--- src/rtl/mod_cache_arbiter.sv ---
// rtl/mod_cache_arbiter.sv - arbitrates L1 icache/dcache block misses onto a single 64-bit bus
// Define ARB_FIXED_PRIO_EN for fixed dcache priority instead of round-robin.
module mod_cache_arbiter #(
    parameter int WORDSIZE = 64,
    parameter int LOGWIDTH = 6,
    parameter int TAGWIDTH = 13
) (
    input  logic                        clk,
    input  logic                        reset,

    input  logic [WORDSIZE-1:0]         ic_req,
    input  logic [TAGWIDTH-1:0]         ic_reqtag,
    input  logic                        ic_reqcyc,
    output logic                        ic_reqack,
    output logic [(8<<LOGWIDTH)-1:0]    ic_resp,
    output logic [TAGWIDTH-1:0]         ic_resptag,
    output logic                        ic_respcyc,
    input  logic                        ic_respack,

    input  logic [WORDSIZE-1:0]         dc_req,
    input  logic [TAGWIDTH-1:0]         dc_reqtag,
    input  logic [(8<<LOGWIDTH)-1:0]    dc_wdata,
    input  logic                        dc_reqcyc,
    output logic                        dc_reqack,
    output logic [(8<<LOGWIDTH)-1:0]    dc_resp,
    output logic [TAGWIDTH-1:0]         dc_resptag,
    output logic                        dc_respcyc,
    input  logic                        dc_respack,

    output logic [WORDSIZE-1:0]         bus_req,
    output logic [TAGWIDTH-1:0]         bus_reqtag,
    output logic                        bus_reqcyc,
    input  logic                        bus_reqack,
    input  logic [WORDSIZE-1:0]         bus_resp,
    input  logic [TAGWIDTH-1:0]         bus_resptag,
    input  logic                        bus_respcyc,
    output logic                        bus_respack
);

    localparam int BLKW  = 8 << LOGWIDTH;
    localparam int BEATS = BLKW / WORDSIZE;
    localparam int CW    = $clog2(BEATS);

    typedef enum logic [2:0] {
        IDLE,
        ADDR,
        WDATA,
        RDATA,
        DELIVER
    } state_t;

    state_t                             state;
    state_t                             state_nx;
    logic [WORDSIZE-1:0]                addr_q;
    logic [TAGWIDTH-1:0]                tag_q;
    logic [BEATS-1:0][WORDSIZE-1:0]     blk_q;
    logic [CW-1:0]                      cnt_q;
    logic                               owner_q;
    logic                               write_q;

    logic                               grant_ic;
    logic                               grant_dc;
    logic                               beat_last;
    logic                               beat_hit;

`ifdef ARB_FIXED_PRIO_EN
    assign grant_dc = dc_reqcyc;
    assign grant_ic = ic_reqcyc && !dc_reqcyc;
`else
    // rr_q = 1 favours the dcache on the next simultaneous request.
    logic                               rr_q;

    assign grant_dc = dc_reqcyc && (!ic_reqcyc || rr_q);
    assign grant_ic = ic_reqcyc && (!dc_reqcyc || !rr_q);
`endif

    assign beat_last   = (cnt_q == CW'(BEATS - 1));
    assign beat_hit    = bus_respcyc && (bus_resptag == tag_q);
    assign bus_respack = bus_respcyc;

    always_ff @(posedge clk or negedge reset) begin
        if (!reset) begin
            state <= IDLE;
        end else begin
            state <= state_nx;
        end
    end

    always_comb begin
        state_nx   = state;
        ic_reqack  = 1'b0;
        dc_reqack  = 1'b0;
        ic_respcyc = 1'b0;
        dc_respcyc = 1'b0;
        bus_reqcyc = 1'b0;
        bus_req    = '0;
        bus_reqtag = '0;
        case (state)
            IDLE: begin
                if (ic_reqcyc || dc_reqcyc) begin
                    state_nx  = ADDR;
                    ic_reqack = grant_ic;
                    dc_reqack = grant_dc;
                end
            end
            ADDR: begin
                bus_reqcyc = 1'b1;
                bus_req    = addr_q;
                bus_reqtag = tag_q;
                if (bus_reqack) begin
                    state_nx = write_q ? WDATA : RDATA;
                end
            end
            WDATA: begin
                bus_reqcyc = 1'b1;
                bus_req    = blk_q[cnt_q];
                bus_reqtag = tag_q;
                if (bus_reqack && beat_last) begin
                    state_nx = DELIVER;
                end
            end
            RDATA: begin
                if (beat_hit && beat_last) begin
                    state_nx = DELIVER;
                end
            end
            DELIVER: begin
                ic_respcyc = !owner_q;
                dc_respcyc = owner_q;
                if (owner_q ? dc_respack : ic_respack) begin
                    state_nx = IDLE;
                end
            end
            default: state_nx = IDLE;
        endcase
        // The grant is combinational from reqcyc, so it must be masked while reset is held.
        if (!reset) begin
            ic_reqack = 1'b0;
            dc_reqack = 1'b0;
        end
    end

    always_ff @(posedge clk or negedge reset) begin
        if (!reset) begin
            addr_q  <= '0;
            tag_q   <= '0;
            blk_q   <= '0;
            cnt_q   <= '0;
            owner_q <= 1'b0;
            write_q <= 1'b0;
`ifndef ARB_FIXED_PRIO_EN
            rr_q    <= 1'b0;
`endif
        end else begin
            case (state)
                IDLE: begin
                    if (ic_reqcyc || dc_reqcyc) begin
                        addr_q  <= grant_dc ? dc_req : ic_req;
                        tag_q   <= grant_dc ? dc_reqtag : ic_reqtag;
                        owner_q <= grant_dc;
                        // Only the dcache may write; an icache tag MSB still means read.
                        write_q <= grant_dc && dc_reqtag[TAGWIDTH-1];
                        cnt_q   <= '0;
                        if (grant_dc) begin
                            blk_q <= dc_wdata;
                        end
`ifndef ARB_FIXED_PRIO_EN
                        rr_q    <= grant_ic;
`endif
                    end
                end
                ADDR: begin
                    if (bus_reqack) begin
                        cnt_q <= '0;
                    end
                end
                WDATA: begin
                    if (bus_reqack) begin
                        if (beat_last) begin
                            cnt_q <= '0;
                            blk_q <= '0;
                        end else begin
                            cnt_q <= cnt_q + CW'(1);
                        end
                    end
                end
                RDATA: begin
                    if (beat_hit) begin
                        blk_q[cnt_q] <= bus_resp;
                        if (beat_last) begin
                            cnt_q <= '0;
                        end else begin
                            cnt_q <= cnt_q + CW'(1);
                        end
                    end
                end
                default: ;
            endcase
        end
    end

    assign ic_resp    = (state == DELIVER && !owner_q) ? blk_q : '0;
    assign ic_resptag = (state == DELIVER && !owner_q) ? tag_q : '0;
    assign dc_resp    = (state == DELIVER &&  owner_q) ? blk_q : '0;
    assign dc_resptag = (state == DELIVER &&  owner_q) ? tag_q : '0;

endmodule

--- config.mk ---
export PLATFORM = sky130hd
export DESIGN_NAME = mod_cache_arbiter
export DESIGN_NICKNAME = d
export VERILOG_FILES = /design/src/rtl/mod_cache_arbiter.sv
export SDC_FILE = /design/constraint.sdc
export NUM_CORES = 2
export LEC_CHECK = 0
export BUFFER_PORTS_ARGS = -buffer_cell sky130_fd_sc_hd__buf_2
export CORE_AREA = 10 10 718 720
export DETAILED_ROUTE_END_ITERATION = 16
export DIE_AREA = 0 0 728 730
export SLEW_MARGIN = 20
export SYNTH_ARGS = -nofsm -noshare
export SYNTH_HDL_FRONTEND = slang
export SYNTH_SLANG_ARGS = --single-unit
--- constraint.sdc ---
create_clock -name clk -period 3 [get_ports clk]
set_input_delay 0.15 -clock clk [delete_from_list [all_inputs] [get_ports clk]]
set_output_delay 0.15 -clock clk [all_outputs]
set_load 0.02 [all_outputs]
==> impl_results.md <==
* FILL cells at between 50,000 and 60,000
* Largest delay share family, worst path: compound AO/OA/AOI/OAI gates
* Max-cap violations at 0
* Die width at between 700 and 800 um
* Vias in the first global route at about 60,000
* Yosys cell types at 37
* Ports at roughly 1,900
* Crit share post-route at 1.14
* Worst setup SP type: register
* Die area at around 0.53 mm^2
* CP endpoint kind: output pin
* P per Cell Area at about 890 mW/mm^2
* Final #Nets at 8,951
* Lkg Pwr at 39.1 nW
* DR pass1 iterations at 10
* Slowest stage delay, CP at between 0.4 and 0.5 ns
* Initial antenna violation count at slightly above 300
* R2R Setup Slk at -0.13 ns
* Crit path cell chain: buf_6, and3b_4, buf_16, a22oi_2, nand4_1, a22o_1, buf_6
* Final number of max-transition violations at 0
* First-pass GRT wire length at 683,000 um
* Via count at roughly 61,000
* Min Tclk post-route at roughly 3.4 ns
* WL per Instance at roughly 38 um
* CTS Sinks at approximately 600
* Multi-input logic area at roughly 0.028 mm^2
* Pin count of the biggest net entering global routing at 111
* Max Freq at slightly below 0.3 GHz
* Syn Area/Cell at slightly below 9 um^2
* R2R depth at 9
* Setup violators final at roughly 340
* Post-Synth XOR/XNOR Area at 0.00259
* Detail Placement HPWL at between 400,000 and 500,000 um
* Flops & latches, synth at approximately 600
* FF-to-FF End: blk_q[390]
* Final RePlAce weighted congestion at between 1 and 1.5
* CTS buffer count at just under 90
* Antenna viol nets, final at 0
* Final worst slack at -0.405 ns
* Seq. cell area at between 0.01 and 0.015 mm^2
* Drt drc at 0
* Mux contribution to synthesized area at 0.248
* Final wirelength at 567,000 um
* Most frequent cells in the layout: 1,506 x buf_2, 1,078 x dlygate4sd3_1, 970 x and2_1
* Commonest non-fill, non-tap cell in the layout: buf_2
* Max Buffers Root-to-Sink at 4
* Worst hold path type: primary input to register
* CTS tree: yes
* Post-synth EDFFs at 0
* HP Start: bus_resp[29]
* Root Driver: clkbuf_16
* Peak supply drop at just under 0.5 mV
* Gate Count Post-Synth at between 5,000 and 6,000
* Simple-Gate Fraction of Synth Area at 0.228
* Cell repeated most along the worst path: buf_6
* Sequential cell area fraction in the yosys report at 0.340
* Drt via density at about 4.0
* Mapped Area at ~0.044 mm^2
* Actual slew at the worst max-slew pin at 0.996 ns
* Initial DRC Count at roughly 7,400
* # rows at 260
* Status: complete, but fails checks
* Pwr Total at 77.4 mW
* Total GRT Usage at 0.197
* CTS clock-pin slew for the worst setup and hold paths at roughly 0.06 ns
* Fraction of layout cells with a size suffix above 1 at 0.412
* Slew headroom at 0.336
* Failing checks: hold timing, setup timing
* Critical path arrival at 3.26 ns
* CP max stage cell: a22oi_2
* Starting density of the core at 0.0880
* Post-synthesis net count at a little under 6,000
* Synth Area in Compound Gates at 0.131
* Htree depth at 3
* CP required at roughly 2.9 ns
* RSZ-0062 raised after global routing: yes
* Async set-reset flop share out of synthesis at 1.00
* Fin Hold WS at -0.0234 ns
* # port buffers at 1,883
* Final Core Density at 0.175
* Crit path kind: register to output pin
* Clock Skews at around 0.055 ns
* Worst Hold End: blk_q[157]
* Hold Vio Cnt, Final at 1
* Placeable Area at between 0.5 and 0.6 mm^2
* Grt total ovfl at 0
* Synthesis Warnings at 0
* P&R area growth vs syn at 98.6%
* Worst-path maximum fanout at 27
* Main synth FF type: dfrtp_1
* Hold Path Cell Cnt at 4
* Combinational family with the most area after synthesis: multiplexers
* Worst skew pair latency at ~0.8 ns
* RR Startpoint: tag_q[10]
* Synth Area in Adders at 0.000569
* Die Y-Extent at around 730 um
* Crit path buf inv count at 3
## routing by layer
layer | vias up | track usage | part of all wire
li1 | 23900 | - | -
met1 | 30500 | 0.217 | 0.35
met2 | 4974 | 0.303 | 0.43
met3 | 1235 | 0.124 | 0.16
met4 | 173 | 0.0772 | 0.053
met5 | - | 0.00117 | 0.0030
## timing repair
item,in CTS,in global routing
endpoints found under the setup margin,1496,548
pin swaps,115,109
gates cloned,32,24
hold endpoints to repair,943,0
resized for setup,499,336
setup buffers,123,115
hold buffers,1091,0
## how the worst max path moves through the flow
stage               depth (start not counted)          end  startpoint
floorplan                                   8   blk_q[100]    tag_q[7]
global placement                            8   blk_q[357]   tag_q[10]
detailed placement                          8   blk_q[168]   tag_q[10]
CTS                                         7  bus_req[23]    cnt_q[2]
global route                                9  bus_req[27]    cnt_q[2]
finish                                      7  bus_req[43]    cnt_q[0]
## where the power goes
part	switching, mW	internal (mW)	leakage [nW]
Clock	4.80	6.59	1.44
Combinational	24.4	22.5	29.8
Sequential	8.06	11.1	7.80
## worst min-delay path, delay by kind of cell
| family | cells | cell delay (ns) |
|---|---|---|
| buffers and inverters | 1 | 0.26 |
| multiplexers | 2 | 0.26 |
| AO/OA/AOI/OAI | 1 | 0.10 |
## cell usage after synthesis (36+ instances only)
cell type  count  area share
mux2i_1      512        0.12
clkbuf_1     357       0.030
nand4_1       36      0.0051
a22oi_1      194       0.033
a31oi_1       79       0.011
buf_1        107      0.0091
o21ai_0      515       0.059
a22o_1        98       0.020
dfrtp_1      598        0.34
nor2_1        87      0.0074
and2_1      1051        0.15
nand2_1      680       0.058
buf_4         54      0.0092
mux2_2       482        0.12
## registers in the layout, indices dropped and copies added (netlist names)
name     flops
tag_q       13
rr_q         1
addr_q      64
write_q      1
blk_q      512
state        3
owner_q      1
cnt_q        3
## area by class of cell
cell class | count | share of cell area
timing repair buffer | 3618 | 0.371
multi-input combinational | 3889 | 0.323
sequential | 598 | 0.171
tap | 6681 | 0.0956
clock buffer | 121 | 0.0285
clock inverter | 34 | 0.00531
antenna | 151 | 0.00432
inverter | 4 | 0.000172
## per-stage QoR
step	instances	setup slack (ns)	cell area, um^2	setup TNS, ns
6_report	15100	-0.405	87400	-28.05
2_1_floorplan	5012	0.455	44000	0
3_3_place_gp	13400	-0.370	66800	-139.47
4_1_cts	14800	-0.472	84600	-20.47
3_5_place_dp	13400	-0.372	66800	-140.86
5_1_grt	15000	-0.423	87200	-32.31
## cell families (layout without fill, tap and decap cells)
group | Yosys count | after routing
AO/OA/AOI/OAI | 930 | 930
XOR/XNOR | 13 | 13
adder cells (fa/ha/maj) | 2 | 2
buffers and inverters | 525 | 3777
flip-flops | 598 | 598
multiplexers | 1025 | 1025
other | 0 | 151
AND/OR/NAND/NOR | 1919 | 1919
Power figures use the tool's default switching activity.
